<file path="src/rtl/copy_descriptor_queue.sv">
// copy_descriptor_queue: queues copy descriptors from the RISC, feeds the block copier one at a time and posts tagged checksums
module copy_descriptor_queue #(
    parameter int DESC_LOG2 = 3,
    parameter int DONE_LOG2 = 3
) (
    input  logic                 clock,
    input  logic                 reset,
    input  logic [31:0]          wq,
    input  logic                 wrS,
    input  logic                 wrD,
    input  logic                 wrL,
    output logic                 descFull,
    output logic [DESC_LOG2:0]   descCount,
    output logic                 overflow,
    output logic [31:0]          copyWq,
    output logic                 loadS,
    output logic                 loadD,
    output logic                 loadL,
    input  logic [16:0]          chkBusy,
    output logic                 doneValid,
    output logic [31:0]          doneData,
    input  logic                 donePop,
    output logic                 active
);
    localparam int DESC_DEPTH = 1 << DESC_LOG2;
    localparam int DONE_DEPTH = 1 << DONE_LOG2;

    typedef enum logic [2:0] {IDLE, ISSUE_S, ISSUE_D, ISSUE_L, WAIT_START, WAIT_DONE, POST} state_t;

    state_t             state;
    logic [30:0]        staging_s;
    logic [30:0]        staging_d;
    logic [7:0]         tag;
    logic [7:0]         cur_tag;
    logic [15:0]        sum;
    logic [1:0]         wait_cnt;
    logic [100:0]       desc_mem [DESC_DEPTH];
    logic [DESC_LOG2:0] desc_wr;
    logic [DESC_LOG2:0] desc_rd;
    logic [31:0]        done_mem [DONE_DEPTH];
    logic [DONE_LOG2:0] done_wr;
    logic [DONE_LOG2:0] done_rd;
    logic [DONE_LOG2:0] done_count;
    logic [7:0]         head_tag;
    logic [30:0]        head_s;
    logic [30:0]        head_d;
    logic [30:0]        head_l;
    logic               desc_empty;
    logic               desc_ready;
    logic               desc_push;
    logic               desc_pop;
    logic               done_full;
    logic               done_push;
    logic               done_pop;
    logic               unused_wq;

    assign unused_wq = wq[31];

    // Descriptor FIFO status; the extra pointer bit makes the MSB of the occupancy the full flag
    assign descCount  = desc_wr - desc_rd;
    assign descFull   = descCount[DESC_LOG2];
    assign desc_empty = descCount == '0;
    assign {head_tag, head_s, head_d, head_l} = desc_mem[desc_rd[DESC_LOG2-1:0]];

    // A descriptor may start only when the copier itself reports idle
    assign desc_ready = !desc_empty && !chkBusy[0];

    // Zero-length descriptors are retired straight from IDLE; others leave the FIFO once L is loaded
    assign desc_pop  = (state == ISSUE_L) || (state == IDLE && desc_ready && head_l == '0);

    // A full FIFO still takes a commit when the head is leaving in the same cycle
    assign desc_push = wrL && (!descFull || desc_pop);

    assign done_count = done_wr - done_rd;
    assign done_full  = done_count[DONE_LOG2];
    assign doneValid  = done_count != '0;
    assign doneData   = doneValid ? done_mem[done_rd[DONE_LOG2-1:0]] : '0;
    assign done_push  = state == POST && !done_full;
    assign done_pop   = donePop && doneValid;

    // Staging registers, commit pointer, tag counter and sticky overflow
    always_ff @(posedge clock) begin
        if (reset) begin
            staging_s <= '0;
            staging_d <= '0;
            desc_wr   <= '0;
            tag       <= '0;
            overflow  <= 1'b0;
        end else begin
            if (wrS) staging_s <= wq[30:0];
            if (wrD) staging_d <= wq[30:0];
            if (desc_push) begin
                desc_wr <= desc_wr + 1'b1;
                tag     <= tag + 8'd1;
            end
            if (wrL && !desc_push) overflow <= 1'b1;
        end
    end

    // Descriptor storage; a same-cycle wrS/wrD still commits the pre-edge staging values
    always_ff @(posedge clock) begin
        if (desc_push) desc_mem[desc_wr[DESC_LOG2-1:0]] <= {tag, staging_s, staging_d, wq[30:0]};
    end

    // Descriptor read pointer advances when the FSM retires the head
    always_ff @(posedge clock) begin
        if (reset) desc_rd <= '0;
        else if (desc_pop) desc_rd <= desc_rd + 1'b1;
    end

    // Completion FIFO pointers; push and pop are independent
    always_ff @(posedge clock) begin
        if (reset) begin
            done_wr <= '0;
            done_rd <= '0;
        end else begin
            if (done_push) done_wr <= done_wr + 1'b1;
            if (done_pop) done_rd <= done_rd + 1'b1;
        end
    end

    // Completion storage: tag in the top byte, checksum in the low half
    always_ff @(posedge clock) begin
        if (done_push) done_mem[done_wr[DONE_LOG2-1:0]] <= {cur_tag, 8'h00, sum};
    end

    // Issue sequencer: S, D, then L (the copier starts on a non-zero L), wait out the copy, post the result
    always_ff @(posedge clock) begin
        if (reset) begin
            state    <= IDLE;
            loadS    <= 1'b0;
            loadD    <= 1'b0;
            loadL    <= 1'b0;
            copyWq   <= '0;
            active   <= 1'b0;
            cur_tag  <= '0;
            sum      <= '0;
            wait_cnt <= '0;
        end else begin
            loadS  <= 1'b0;
            loadD  <= 1'b0;
            loadL  <= 1'b0;
            copyWq <= '0;
            case (state)
                IDLE: begin
                    if (desc_ready) begin
                        cur_tag <= head_tag;
                        active  <= 1'b1;
                        if (head_l == '0) begin
                            sum   <= 16'hFFFF;
                            state <= POST;
                        end else begin
                            loadS  <= 1'b1;
                            copyWq <= {1'b0, head_s};
                            state  <= ISSUE_S;
                        end
                    end
                end
                ISSUE_S: begin
                    loadD  <= 1'b1;
                    copyWq <= {1'b0, head_d};
                    state  <= ISSUE_D;
                end
                ISSUE_D: begin
                    loadL  <= 1'b1;
                    copyWq <= {1'b0, head_l};
                    state  <= ISSUE_L;
                end
                ISSUE_L: begin
                    wait_cnt <= '0;
                    state    <= WAIT_START;
                end
                WAIT_START: begin
                    if (chkBusy[0] || wait_cnt == 2'd3) state <= WAIT_DONE;
                    else wait_cnt <= wait_cnt + 2'd1;
                end
                WAIT_DONE: begin
                    if (!chkBusy[0]) begin
                        sum   <= chkBusy[16:1];
                        state <= POST;
                    end
                end
                POST: begin
                    if (!done_full) begin
                        active <= 1'b0;
                        state  <= IDLE;
                    end
                end
                default: begin
                    active <= 1'b0;
                    state  <= IDLE;
                end
            endcase
        end
    end
endmodule
</file>
<file path="config.mk">
export PLATFORM = sky130hd
export DESIGN_NAME = copy_descriptor_queue
export DESIGN_NICKNAME = d
export VERILOG_FILES = /design/src/rtl/copy_descriptor_queue.sv
export SDC_FILE = /design/constraint.sdc
export NUM_CORES = 1
export LEC_CHECK = 0
export BUFFER_PORTS_ARGS = -buffer_cell sky130_fd_sc_hd__buf_2
export CAP_MARGIN = 20
export CORE_MARGIN = 2
export CORE_UTILIZATION = 32
export CTS_BUF_LIST = sky130_fd_sc_hd__clkbuf_8
export CTS_CLUSTER_DIAMETER = 120
export DETAILED_ROUTE_END_ITERATION = 12
export HOLD_SLACK_MARGIN = 0.06
export PLACE_DENSITY_LB_ADDON = 0.08
export SYNTH_ARGS = -nofsm -noshare
export SYNTH_HDL_FRONTEND = slang
export SYNTH_SLANG_ARGS = --single-unit
</file>
<file path="constraint.sdc">
create_clock -name clock -period 26.1 [get_ports clock]
set_input_delay 5.22 -clock clock [delete_from_list [all_inputs] [get_ports clock]]
set_output_delay 5.22 -clock clock [all_outputs]
set_load 0.05 [all_outputs]
</file>
# [After elaboration in Yosys (flattened, before gate mapping)]
# Memories as Yosys holds them, arrays and structs flattened. A register that Yosys moved wholly into a read port is not among the register bits.
# Cells that the tools add are included.
[word_totals] ramBits=1000 memories=2 register_bits=152 inputBits=55
[op_classes] muxes=30 reduce_logical=28 n_bitwise=3 n_addsub=8 n_eq_ne=13
[mem_list] name="desc_mem" words=8 width=101 read_ports=1 rd_clocked_by_memory_dff=1 wr=1 line_no="37" source="logic [100:0] desc_mem [DESC_DEPTH];"
[mem_list] name="done_mem" words=8 width=24 read_ports=1 rd_clocked_by_memory_dff=1 wr=1 line_no="40" source="logic [31:0] done_mem [DONE_DEPTH];"
[op_table] op="$pmux W31 S3" n=1
[op_table] op="$mux W31" n=2
[op_table] op="$mux W16" n=3
[op_table] op="$mux W32" n=1
[op_table] op="$pmux W16 S2" n=1
[op_table] op="$logic_not A31 Y1" n=1
[op_table] op="$mux W3" n=9
[op_table] op="$pmux W3 S7" n=1
[op_table] op="$add A4 B1 Y4 const B" n=4
[op_table] op="$ne A2 B2 Y1 const B" n=5
[op_table] op="$eq A3 B3 Y1 const B" n=3
[op_table] op="$mux W1" n=9
[op_table] op="$add A8 B1 Y8 const B" n=1
[op_table] op="$reduce_and A4 Y1" n=2
[op_table] op="$sub A4 B4 Y4" n=2
[op_table] op="$logic_and A1 B1 Y1" n=7
[op_table] op="$eq A3 B2 Y1 const B" n=2
[op_table] op="$logic_not A1 Y1" n=5
[op_table] op="$reduce_or A5 Y1" n=1
[op_table] op="$logic_not A4 Y1" n=1
[op_table] op="$pmux W2 S2" n=1
[op_table] op="$reduce_and A2 Y1" n=2
[op_table] op="$reduce_bool A2 Y1" n=2
[op_table] op="$reduce_bool A4 Y1" n=1
[op_table] op="other kinds (11)" n=15

# [Logic depth before layout (Yosys ltp)]
# Gate-level depths: netlist of run 1.
[logic_depth] depth_word=11 mapped_depth=12

# [Worst setup path before layout of run 1]
# OpenSTA, ideal clock, no wires.
[synth_timing] path_kind="in2reg" startpoint="in chkBusy[0]" endpoint="mem desc_mem[3][0] (enable)" arrival_time_ns=16.530 path_buffers=1 slack_ns=8.724 path_stages=7 cell_sequence="nor2_1 nand2_1 nor2_1 a31o_2 buf_2 o21ai_0 nor4b_1"
[synth_between] elab_chain_len=9
[synth_lines] item="start, declared" line_no="19" source="input logic [16:0] chkBusy,"
[synth_lines] item="$logic_not A1 Y1"
[synth_lines] item="$logic_and A1 B1 Y1" line_no="66" source="assign desc_ready = !desc_empty && !chkBusy[0];"
[synth_lines] item="$logic_and A1 B1 Y1 (2 in a row)" line_no="69" source="assign desc_pop = (state == ISSUE_L) || (state == IDLE && desc_ready && head_l == '0);"
[synth_lines] item="$logic_or A1 B1 Y1" line_no="69"
[synth_lines] item="$logic_or A1 B1 Y1" line_no="72" source="assign desc_push = wrL && (!descFull || desc_pop);"
[synth_lines] item="$logic_and A1 B1 Y1" line_no="72"
[synth_lines] item="$mux W1" line_no="102" source="if (desc_push) desc_mem[desc_wr[DESC_LOG2-1:0]] <= {tag, staging_s, staging_d, wq[30:0]};"
[synth_lines] item="$mux W1 (implied by the code)" line_no="102"
[synth_lines] item="end, declared" line_no="37"
# Every way passes these cells.

# [Worst setup path after layout of run 1]
[layout_timing] startpoint="reg desc_wr[1]" endpoint="out descCount[3]"
[layout_between] elab_chain_len=1
[layout_lines] item="start, declared" line_no="38" source="logic [DESC_LOG2:0] desc_wr;"
[layout_lines] item="start signal, assigned" line_no="93" source="desc_wr <= desc_wr + 1'b1;"
[layout_lines] item="$sub A4 B4 Y4" line_no="60" source="assign descCount = desc_wr - desc_rd;"
[layout_lines] item="end, declared" line_no="13" source="output logic [DESC_LOG2:0] descCount,"
# Every way passes these cells.

==> results of run 1 <==
[final timing paths]
kind,startpoint,endpoint
hold reg to reg,overflow$_SDFFE_PP0P_,overflow$_SDFFE_PP0P_
hold / removal,overflow$_SDFFE_PP0P_,overflow$_SDFFE_PP0P_
setup / recovery,desc_wr[1]$_SDFFE_PP0P_,descCount[3]
setup reg to reg,flop,desc_mem[6][68]$_DFFE_PP_
[layout by cell type, fill, tap and decap left out, drive strengths merged, types with 3 or more instances in the layout]
| cell type | n |
|---|---|
| conb | 9 |
| nand2 | 97 |
| nor2b | 12 |
| nand3 | 14 |
| o21a | 46 |
| dfxtp | 157 |
| ha | 12 |
| a311oi | 8 |
| a211oi | 3 |
| mux4 | 220 |
| a21oi | 57 |
| a22oi | 8 |
| nor3b | 6 |
| clkbuf | 235 |
| xnor2 | 7 |
| o211ai | 8 |
| nand2b | 5 |
| xor2 | 4 |
| mux2 | 10 |
| buf | 166 |
| clkinv | 39 |
| o22ai | 50 |
| nor4 | 3 |
| nand4 | 9 |
| mux2i | 189 |
| nor3 | 7 |
| a2111oi | 4 |
| nor2 | 172 |
| a21o | 3 |
| inv | 115 |
| edfxtp | 1000 |
| o21ai | 15 |
| or3 | 4 |
[cell families (layout without fill, tap and decap cells)]
| family | count (synthesis) | count (layout) |
|---|---|---|
| muxes | 419 | 419 |
| xor gates and xnor gates | 11 | 11 |
| and+or+nand+nor | 337 | 337 |
| other | 1 | 11 |
| AOI/OAI and AO/OA | 212 | 212 |
| buffers and inverters | 153 | 559 |
| adders and majority gates | 13 | 13 |
| DFF | 1157 | 1157 |
[metal layers]
layer	up-vias	global-route usage
li1	9728	-
met1	11745	0.2223
met2	485	0.2716
met3	207	0.03682
met4	10	0.05272
met5	-	0
[state kept, by name (all words and copies together) (netlist names), named ones only]
signal	flops
active	1
copyWq	31
cur_tag	8
desc_mem	808
desc_rd	4
desc_wr	4
done_mem	192
done_rd	4
done_wr	4
loadD	1
loadL	1
loadS	1
overflow	1
staging_d	31
staging_s	31
state	3
sum	16
tag	8
wait_cnt	2
[through the flow]
step / power (mW) / instances / utilization
3_3_place_gp: 2.661 / 4119 / 0.3445
5_1_grt: 4.373 / 4500 / 0.3738
3_5_place_dp: 2.665 / 4119 / 0.3445
6_report: 4.194 / 4500 / 0.3738
4_1_cts: 4.267 / 4495 / 0.3733
2_1_floorplan: 2.491 / 2311 / -
[worst max-delay path: cells and delay by family (launching register included)]
family,cells,cell delay [ns]
simple gates,2,0.68
compound gates,2,0.35
flops,1,0.64
fa+ha+maj,1,0.32
buf+inv,2,0.72
[power by group]
group	switching (mW)	internal, mW	total [mW]
clock network	0.742	0.835	1.58
registers	0.0483	2.08	2.13
logic	0.342	0.149	0.491
[cell type report]
type / count / share of cell area
Sequential cell: 1157 / 0.6538
Multi-Input combinational cell: 1001 / 0.2018
Tap cell: 1781 / 0.04390
Clock buffer: 234 / 0.06345
Antenna cell: 2 / 0.00009860
Inverter: 16 / 0.001232
Timing Repair Buffer: 167 / 0.02221
Clock inverter: 142 / 0.01346
==> results.json, run 1 <==
{
  "drc": 0,
  "finalHoldViolCount": 0,
  "ctsResizeCount": 0,
  "h-tree-depth": 4,
  "die_x_microns": 374.4,
  "grtUsageTotal": 0.1669,
  "crit_type": "flop to primary output",
  "maxCapViolCount": 0,
  "synthFlopType": "edfxtp_1",
  "design_area_sq_mm": 0.05076,
  "synth_cell_types": 56,
  "startpoint_type": "flop",
  "cpPeakStageDelay_ns": 0.64,
  "drtPass1Iterations": 7,
  "nFillCells": 12647,
  "initial_core_util": 0.3234,
  "hold_path.class": "flop to flop",
  "cts_hold_buffers": 0,
  "multiInputGateArea_sq_mm": 0.01024,
  "routed_wl_mm": 116.5,
  "ant_nets": 0,
  "core_area_sq_mm": 0.1358,
  "chipHeight_microns": 374.4,
  "synth_simple_gate_area_frac": 0.03305,
  "tightest_slew_ns": 1.054,
  "fin_setup_tns_ns": 0,
  "grt_max_degree": 106,
  "crit_path_frequent_cell": "nor2b_1",
  "antenna_found_initial": 18,
  "layout_min_cycle_time_ns": 8.828,
  "slew_headroom": 0.2913,
  "clock_skew_ns": 0.05395,
  "insertion_delay_ns": 0.91,
  "synth-edff-count": 1000,
  "grt_pass1_vias": 23704,
  "clk_pin_slew_worst_paths_ns": 0.05,
  "num_rows": 135,
  "clock_sinks": 1157,
  "drive_gt1_frac": 0.2543,
  "vias": 22175,
  "hpwl_mm": 57.76,
  "dpl_cell_area_sq_mm": 0.04679,
  "routed-wl-met3_mm": 5.071,
  "status": "complete, no violations",
  "highest_layer": "met5",
  "peakVddDrop_mv": 0.05042,
  "wl_met2_mm": 55.79,
  "rsz0062_at_grt": "false",
  "gp_congestion": 0.6942,
  "synth_top_family_by_area": "multiplexers",
  "setup_violations": 0,
  "cts_buffers": 201,
  "io_buffers": 119,
  "synthTopCellsByArea": "edfxtp_1 (68%), mux4_2 (11%), dfxtp_1 (7.2%), mux2i_1 (4.3%), nor2_1 (1.5%)",
  "synth-compound-area-share": 0.03205,
  "crit_chain": "ha_1, nor2b_1, o21ai_0, a21oi_1, nor2b_1, inv_1, buf_2",
  "reg2reg_depth": 12,
  "synth.avg_cell_area_sq_um": 19.07,
  "synth_mux_area_frac": 0.1586,
  "synth_area_sq_mm": 0.04391,
  "drtIter0Drc": 1314,
  "cts_buffer_depth": 3,
  "ys_seq_area_frac": 0.7554,
  "cts_tree": "done",
  "cts-root-buf": "clkbuf_8",
  "crit_fanout": 11,
  "fmax_mhz": 113.3,
  "async_flop_share": 0,
  "place_worst_setup_slack_ns": 16.74,
  "synthAdderAreaFrac": 0.003875,
  "cts_setup_buffers": 0,
  "whs_ns": 0.4643,
  "synthToLayoutAreaGrowth_pct": 15.59,
  "final_net_count": 2612,
  "fin_ws_ns": 17.27,
  "cp-end-kind": "primary output",
  "slowest_stage": "dfxtp_1",
  "regArea_sq_mm": 0.03319,
  "wl_met1_mm": 52.82,
  "hold_depth": 2,
  "r2r_setup_slack_ns": 17.92,
  "grt_overflow": 0,
  "yosysWarnings": 0,
  "synth-xor-area-share": 0.002194,
  "synthCells": 2303,
  "vias_per_cell": 4.928,
  "synth_seq_cells": 1157,
  "die_area_sq_mm": 0.1402,
  "critPathArrivalTime_ns": 3.61,
  "grt_pass1_wl_mm": 167.5,
  "slew_violations": 0,
  "yosysMostFrequentCell": "edfxtp_1",
  "synth_common_cells": "edfxtp_1 (1000), mux4_2 (219), mux2i_1 (189)",
  "io_pins": 130,
  "cellPowerDensity_mw_per_mm2": 82.62,
  "crit_required_ns": 20.88,
  "yosysTopAreaCell": "edfxtp_1",
  "p_leak_nw": 16.88,
  "fin_crit_sh": 0.3382,
  "netlist.area_leader.share": 0.6838,
  "wl_per_cell_microns": 25.89
}
Power figures use the tool's default switching activity.
==> run 2, diff against run 1 <==
- ABC_AREA: unset -> 1
- clock period: 26.1 -> 8.1 ns (I/O delays scaled with it)
==> run 2 against run 1 <==
Register-to-register slack worse by 15 ns. Sequential share of layout area shrank 1.6 points. Largest power group unchanged. Non-clock buffer count rose by 17.
==> results.json, run 2 <==
{
  "fin_crit_sh": 0.6977,
  "crit_required_ns": 8.67,
  "yosysMostFrequentCell": "edfxtp_1",
  "clock_skew_ns": 0.05136,
  "clock_sinks": 1157,
  "grt_util_met2": 0.3084,
  "fmax_mhz": 177.0,
  "peakVddDrop_mv": 0.1554,
  "drc": 0,
  "r2r-end": "desc_mem[5][44]$_DFFE_PP_",
  "drtIter0Drc": 1871,
  "synth-edff-count": 1000,
  "synth.avg_cell_area_sq_um": 11.95,
  "p_clk_frac": 0.372,
  "pwr-share-comb": 0.119,
  "cts_buffer_depth": 3,
  "fin_setup_tns_ns": 0,
  "antenna_found_initial": 20,
  "synthFlopType": "edfxtp_1",
  "netlist.area_leader.share": 0.6597,
  "cts_hold_buffers": 0,
  "layout_commonest_cell": "edfxtp_1",
  "wl_per_cell_microns": 22.32,
  "rsz0062_at_grt": "false",
  "critPathArrivalTime_ns": 6.22,
  "maxCapViolCount": 0,
  "cp-end-kind": "flop",
  "fin_ws_ns": 2.449,
  "yosysTopAreaCell": "edfxtp_1",
  "cellPowerDensity_mw_per_mm2": 261.2,
  "grt_pass1_wl_mm": 198.7,
  "status": "complete, no violations",
  "async_flop_share": 0,
  "die_area_sq_mm": 0.1453,
  "synth_common_cells": "edfxtp_1 (1000), nand2_1 (648), nor2_1 (505)",
  "p_seq_frac": 0.509,
  "io_pins": 130,
  "slew_violations": 0,
  "crit_fanout": 130,
  "cts_buffers": 204,
  "gp_congestion": 0.7027,
  "drtPass1Iterations": 5,
  "insertion_delay_ns": 0.93,
  "synth_cell_types": 42,
  "switchingPower_mw": 3.874,
  "finalHoldViolCount": 0,
  "reg2reg_depth": 16,
  "grtUsageTotal": 0.1845,
  "met3_usage": 0.03420,
  "p_sw_frac": 0.2848,
  "final_net_count": 4027,
  "grt_overflow": 0,
  "synthToLayoutAreaGrowth_pct": 14.39,
  "place_worst_setup_slack_ns": 2.297,
  "top_usage_layer": "met2",
  "chipHeight_microns": 381.2,
  "vias_per_cell": 4.834,
  "largest_reg_flops": 808,
  "slew_headroom": 0.3012,
  "layout_min_cycle_time_ns": 5.651,
  "grt_pass1_vias": 28923,
  "routed_wl_mm": 134.7,
  "vias": 29171,
  "core_area_sq_mm": 0.1414,
  "r2r_setup_slack_ns": 2.45,
  "synthCells": 3810,
  "hold_path.class": "flop to flop",
  "initial_core_util": 0.3219,
  "p_leak_nw": 18.85,
  "io_buffers": 119,
  "synth_seq_cells": 1157,
  "setup_violations": 0,
  "ys_seq_area_frac": 0.7287,
  "yosysWarnings": 0,
  "grt_max_degree": 162,
  "min_to": "overflow$_SDFFE_PP0P_",
  "clk_pin_slew_worst_paths_ns": 0.06,
  "hp-start": "overflow$_SDFFE_PP0P_",
  "h-tree-depth": 4,
  "die_x_microns": 381.2,
  "grt.met1_usage": 0.2444,
  "cts_setup_buffers": 0,
  "ant_nets": 0,
  "mostFrequentLayoutCells": "edfxtp_1 (1000), nand2_1 (648), nor2_1 (493)",
  "cts-root-buf": "clkbuf_8",
  "ctsResizeCount": 0,
  "cts_tree": "done",
  "drive_gt1_frac": 0.1187,
  "tightest_slew_ns": 1.046,
  "hpwl_mm": 68.32,
  "synth_area_sq_mm": 0.04552,
  "startpoint_type": "flop",
  "whs_ns": 0.4644,
  "synthTopCellsByArea": "edfxtp_1 (66%), dfxtp_1 (6.9%), nand2_1 (5.3%), o21ai_0 (4.2%), nor2_1 (4.2%)",
  "num_rows": 138,
  "power.internal_mw": 9.729,
  "crit_type": "flop to flop",
  "hold_depth": 1
}
run 2: kinds of logic (layout without fill, tap and decap cells):
logic type | after synthesis | count (layout) | synth area share
compound gates | 721 | 721 | 0.09593
xor+xnor | 7 | 7 | 0.001347
fa+ha+maj | 13 | 13 | 0.003738
buf+inv | 488 | 807 | 0.04381
flops | 1157 | 1157 | 0.7287
other cells | 1 | 16 | 0.00008238
simple gates | 1423 | 1423 | 0.1264
run 2: cell type report:
class / instances / area (sq um)
Clock inverter: 157 / 706.9
Inverter: 239 / 927.1
Clock buffer: 227 / 3124
Multi-Input combinational cell: 2173 / 10490
Fill cell: 13941 / 89340
Tap cell: 1890 / 2365
Timing Repair Buffer: 184 / 1249
Sequential cell: 1157 / 33190
Antenna cell: 7 / 17.52
run 2: layer usage:
layer	wire length (microns)	part of all wire
met1	61460	0.46
met2	64830	0.48
met3	5622	0.042
met4	2711	0.020
met5	69	0.00051
run 2: stage by stage:
| step | total power, mW | instances | instance area (sq um) | util |
|---|---|---|---|---|
| 6_report | 13.60 | 6034 | 52070 | 0.3682 |
| 5_1_grt | 14.21 | 6030 | 52060 | 0.3682 |
| 4_1_cts | 13.82 | 6027 | 52050 | 0.3681 |
| 3_5_place_dp | 8.709 | 5643 | 48220 | 0.3410 |
| 3_3_place_gp | 8.711 | 5643 | 48220 | 0.3410 |
| 2_1_floorplan | 8.067 | 3818 | 45550 | - |
run 2: worst max-delay path by stage:
stage / endpoint / depth (start not counted)
3_5_place_dp: desc_mem[5][10]$_DFFE_PP_ / 16
6_report: desc_mem[5][44]$_DFFE_PP_ / 16
5_1_grt: desc_mem[5][44]$_DFFE_PP_ / 16
2_1_floorplan: desc_mem[0][0]$_DFFE_PP_ / 14
3_3_place_gp: desc_mem[5][10]$_DFFE_PP_ / 16
4_1_cts: desc_mem[5][44]$_DFFE_PP_ / 16
run 2: power groups by stage:
stage                     Combinational [mW]  Sequential (mW)  Clock (mW)
after floorplan                        0.966             7.10           0
after global placement                  1.66             7.05           0
after detailed placement                1.65             7.05           0
after CTS                               1.66             6.93        5.23
after global routing                    1.77             6.96        5.48
final                                   1.62             6.93        5.06
run 2: critical path, cell delays in order (launching register included):
cell	delay, ns
dfxtp_4	0.74
clkinv_8	0.63
buf_4	0.45
nand2_1	0.08
nand2_1	0.05
nand2_1	0.05
nand3_1	0.10
nand2_1	0.23
nand2_1	0.08
nor2_1	0.13
nand2_1	0.11
nor2_4	0.26
nand3_1	0.20
nand3_2	0.42
nand3_1	0.41
nor2_4	0.74
buf_4	0.45
==> run 3, diff against run 2 <==
- clock period: 8.1 -> 4.53 ns (I/O delays scaled with it)
==> run 3 against run 2 <==
Non-clock buffer count rose by 73. First-iteration DRC count rose by 8.6%. Flip-flop and latch count did not move. Total power rose by 81%. Combinational power rose by 87%. Core utilization rose by 0.74 points. Global-route usage rose by 0.52 points. Die area did not move. Sequential share of layout area fell by 1.3 points. Clock skew rose by 0.00067 ns. Wire length rose by 2.4%.
==> results.json, run 3 (synthesis gave the netlist of run 2 again) <==
{
  "status": "complete, no violations",
  "cp-end-kind": "primary output",
  "grt_overflow": 0,
  "routed_wl_mm": 138.0,
  "vias_per_cell": 4.829,
  "finalHoldViolCount": 0,
  "peakVddDrop_mv": 0.2886,
  "insertion_delay_ns": 0.91,
  "crit_fanout": 6,
  "chipHeight_microns": 381.2,
  "tightest_slew_ns": 1.059,
  "h-tree-depth": 4,
  "fin_crit_sh": 0.9290,
  "layout_min_cycle_time_ns": 4.208,
  "clock_skew_ns": 0.05203,
  "fmax_mhz": 237.6,
  "slew_headroom": 0.2941,
  "p_leak_nw": 19.39,
  "crit_buf_inv": 3,
  "largest_reg_flops": 808,
  "cellPowerDensity_mw_per_mm2": 463.2,
  "clock_sinks": 1157,
  "fin_setup_tns_ns": 0,
  "wl_per_cell_microns": 22.60,
  "drtIter0Drc": 2032,
  "crit_type": "flop to primary output",
  "slowest_stage": "a211oi_1",
  "startpoint_type": "flop",
  "synthToLayoutAreaGrowth_pct": 16.70,
  "design_area_sq_mm": 0.05312,
  "vias": 29484,
  "num_rows": 138,
  "layout_commonest_cell": "edfxtp_1",
  "drc": 0,
  "cpPeakStageDelay_ns": 0.49,
  "grt_pass1_vias": 29428,
  "cts-root-buf": "clkbuf_8",
  "cts_buffer_depth": 3,
  "cts_tree": "done",
  "grt_max_degree": 130,
  "rsz0062_at_grt": "false",
  "io_buffers": 119,
  "antenna_found_initial": 19,
  "hpwl_mm": 77.83,
  "grtUsageTotal": 0.1896,
  "die_x_microns": 381.2,
  "crit_path_frequent_cell": "nand2_1",
  "clk_pin_slew_worst_paths_ns": 0.06,
  "cts_buffers": 201,
  "nFillCells": 13932,
  "final_net_count": 4097,
  "gp_congestion": 0.7177,
  "crit_chain": "ha_1, inv_1, o21bai_1, nand2_1, nand2_1, xor2_1, nand4_1, inv_2, a211oi_1, buf_2",
  "io_pins": 130,
  "ant_nets": 0,
  "die_area_sq_mm": 0.1453,
  "hold_path.class": "input pin to flop",
  "crit_required_ns": 3.62,
  "critical_path.top_delay_family": "buffers and inverters",
  "grt_pass1_wl_mm": 203.8,
  "drive_gt1_frac": 0.1347,
  "mostFrequentLayoutCells": "edfxtp_1 (1000), nand2_1 (648), nor2_1 (493)",
  "drtPass1Iterations": 5,
  "maxCapViolCount": 0,
  "core_area_sq_mm": 0.1414,
  "dpl_cell_area_sq_mm": 0.04919,
  "critPathArrivalTime_ns": 3.30,
  "setup_violations": 0,
  "initial_core_util": 0.3219,
  "slew_violations": 0
}
[run 3: per-layer routing]
metal,global-route usage,up-vias,part of all wire
met4,0.05739,12,0.023
met1,0.2561,14645,0.46
met2,0.3088,587,0.47
li1,-,14019,-
met3,0.03606,221,0.040
met5,0,-,0.00057
[run 3: path summary, 6_finish.rpt]
kind | from | end | slack (ns) | cells after the start
min | reset | active$_SDFFE_PP0P_ | 0.29 | 2
max | done_wr[1]$_SDFFE_PP0P_ | doneData[31] | 0.32 | 10
max reg2reg | flop | desc_mem[1][15]$_DFFE_PP_ | 0.35 | 14
min reg2reg | done_rd[3]$_SDFFE_PP0P_ | done_rd[3]$_SDFFE_PP0P_ | 0.48 | 2
[run 3: area by class of cell]
| cell class | count | area, sq um | area share |
|---|---|---|---|
| clock inverter | 155 | 762.0 | 0.01434 |
| tap | 1890 | 2365 | 0.04451 |
| timing repair buffer | 257 | 2201 | 0.04143 |
| antenna | 5 | 12.51 | 0.0002355 |
| multi-input combinational | 2173 | 10510 | 0.1979 |
| clock buffer | 229 | 3152 | 0.05933 |
| inverter | 239 | 928.4 | 0.01748 |
| sequential | 1157 | 33190 | 0.6248 |
[run 3: stage by stage]
step,total power [mW],utilization,hold slack [ns],worst slack (ns),std cells
after global placement,15.70,0.3479,0.4690,0.2247,5716
after detailed placement,15.70,0.3479,0.4766,0.2566,5716
final,24.61,0.3757,0.2910,0.3217,6105
after CTS,24.98,0.3755,0.1818,0.003288,6100
after floorplan,14.40,-,0.4508,0.06682,3818
after global routing,25.69,0.3756,0.2226,0.02183,6102
[run 3: where the power goes]
part           switching, mW  internal [mW]
clock                   4.42           4.76
sequential             0.328           12.1
combinational           2.26          0.775
[run 3: what timing repair did]
action / 4_1_cts / 5_1_grt
resized for setup: 0 / 4
buffers inserted: 0 / 0
hold buffers: 0 / 0
setup endpoints to repair: 0 / 21
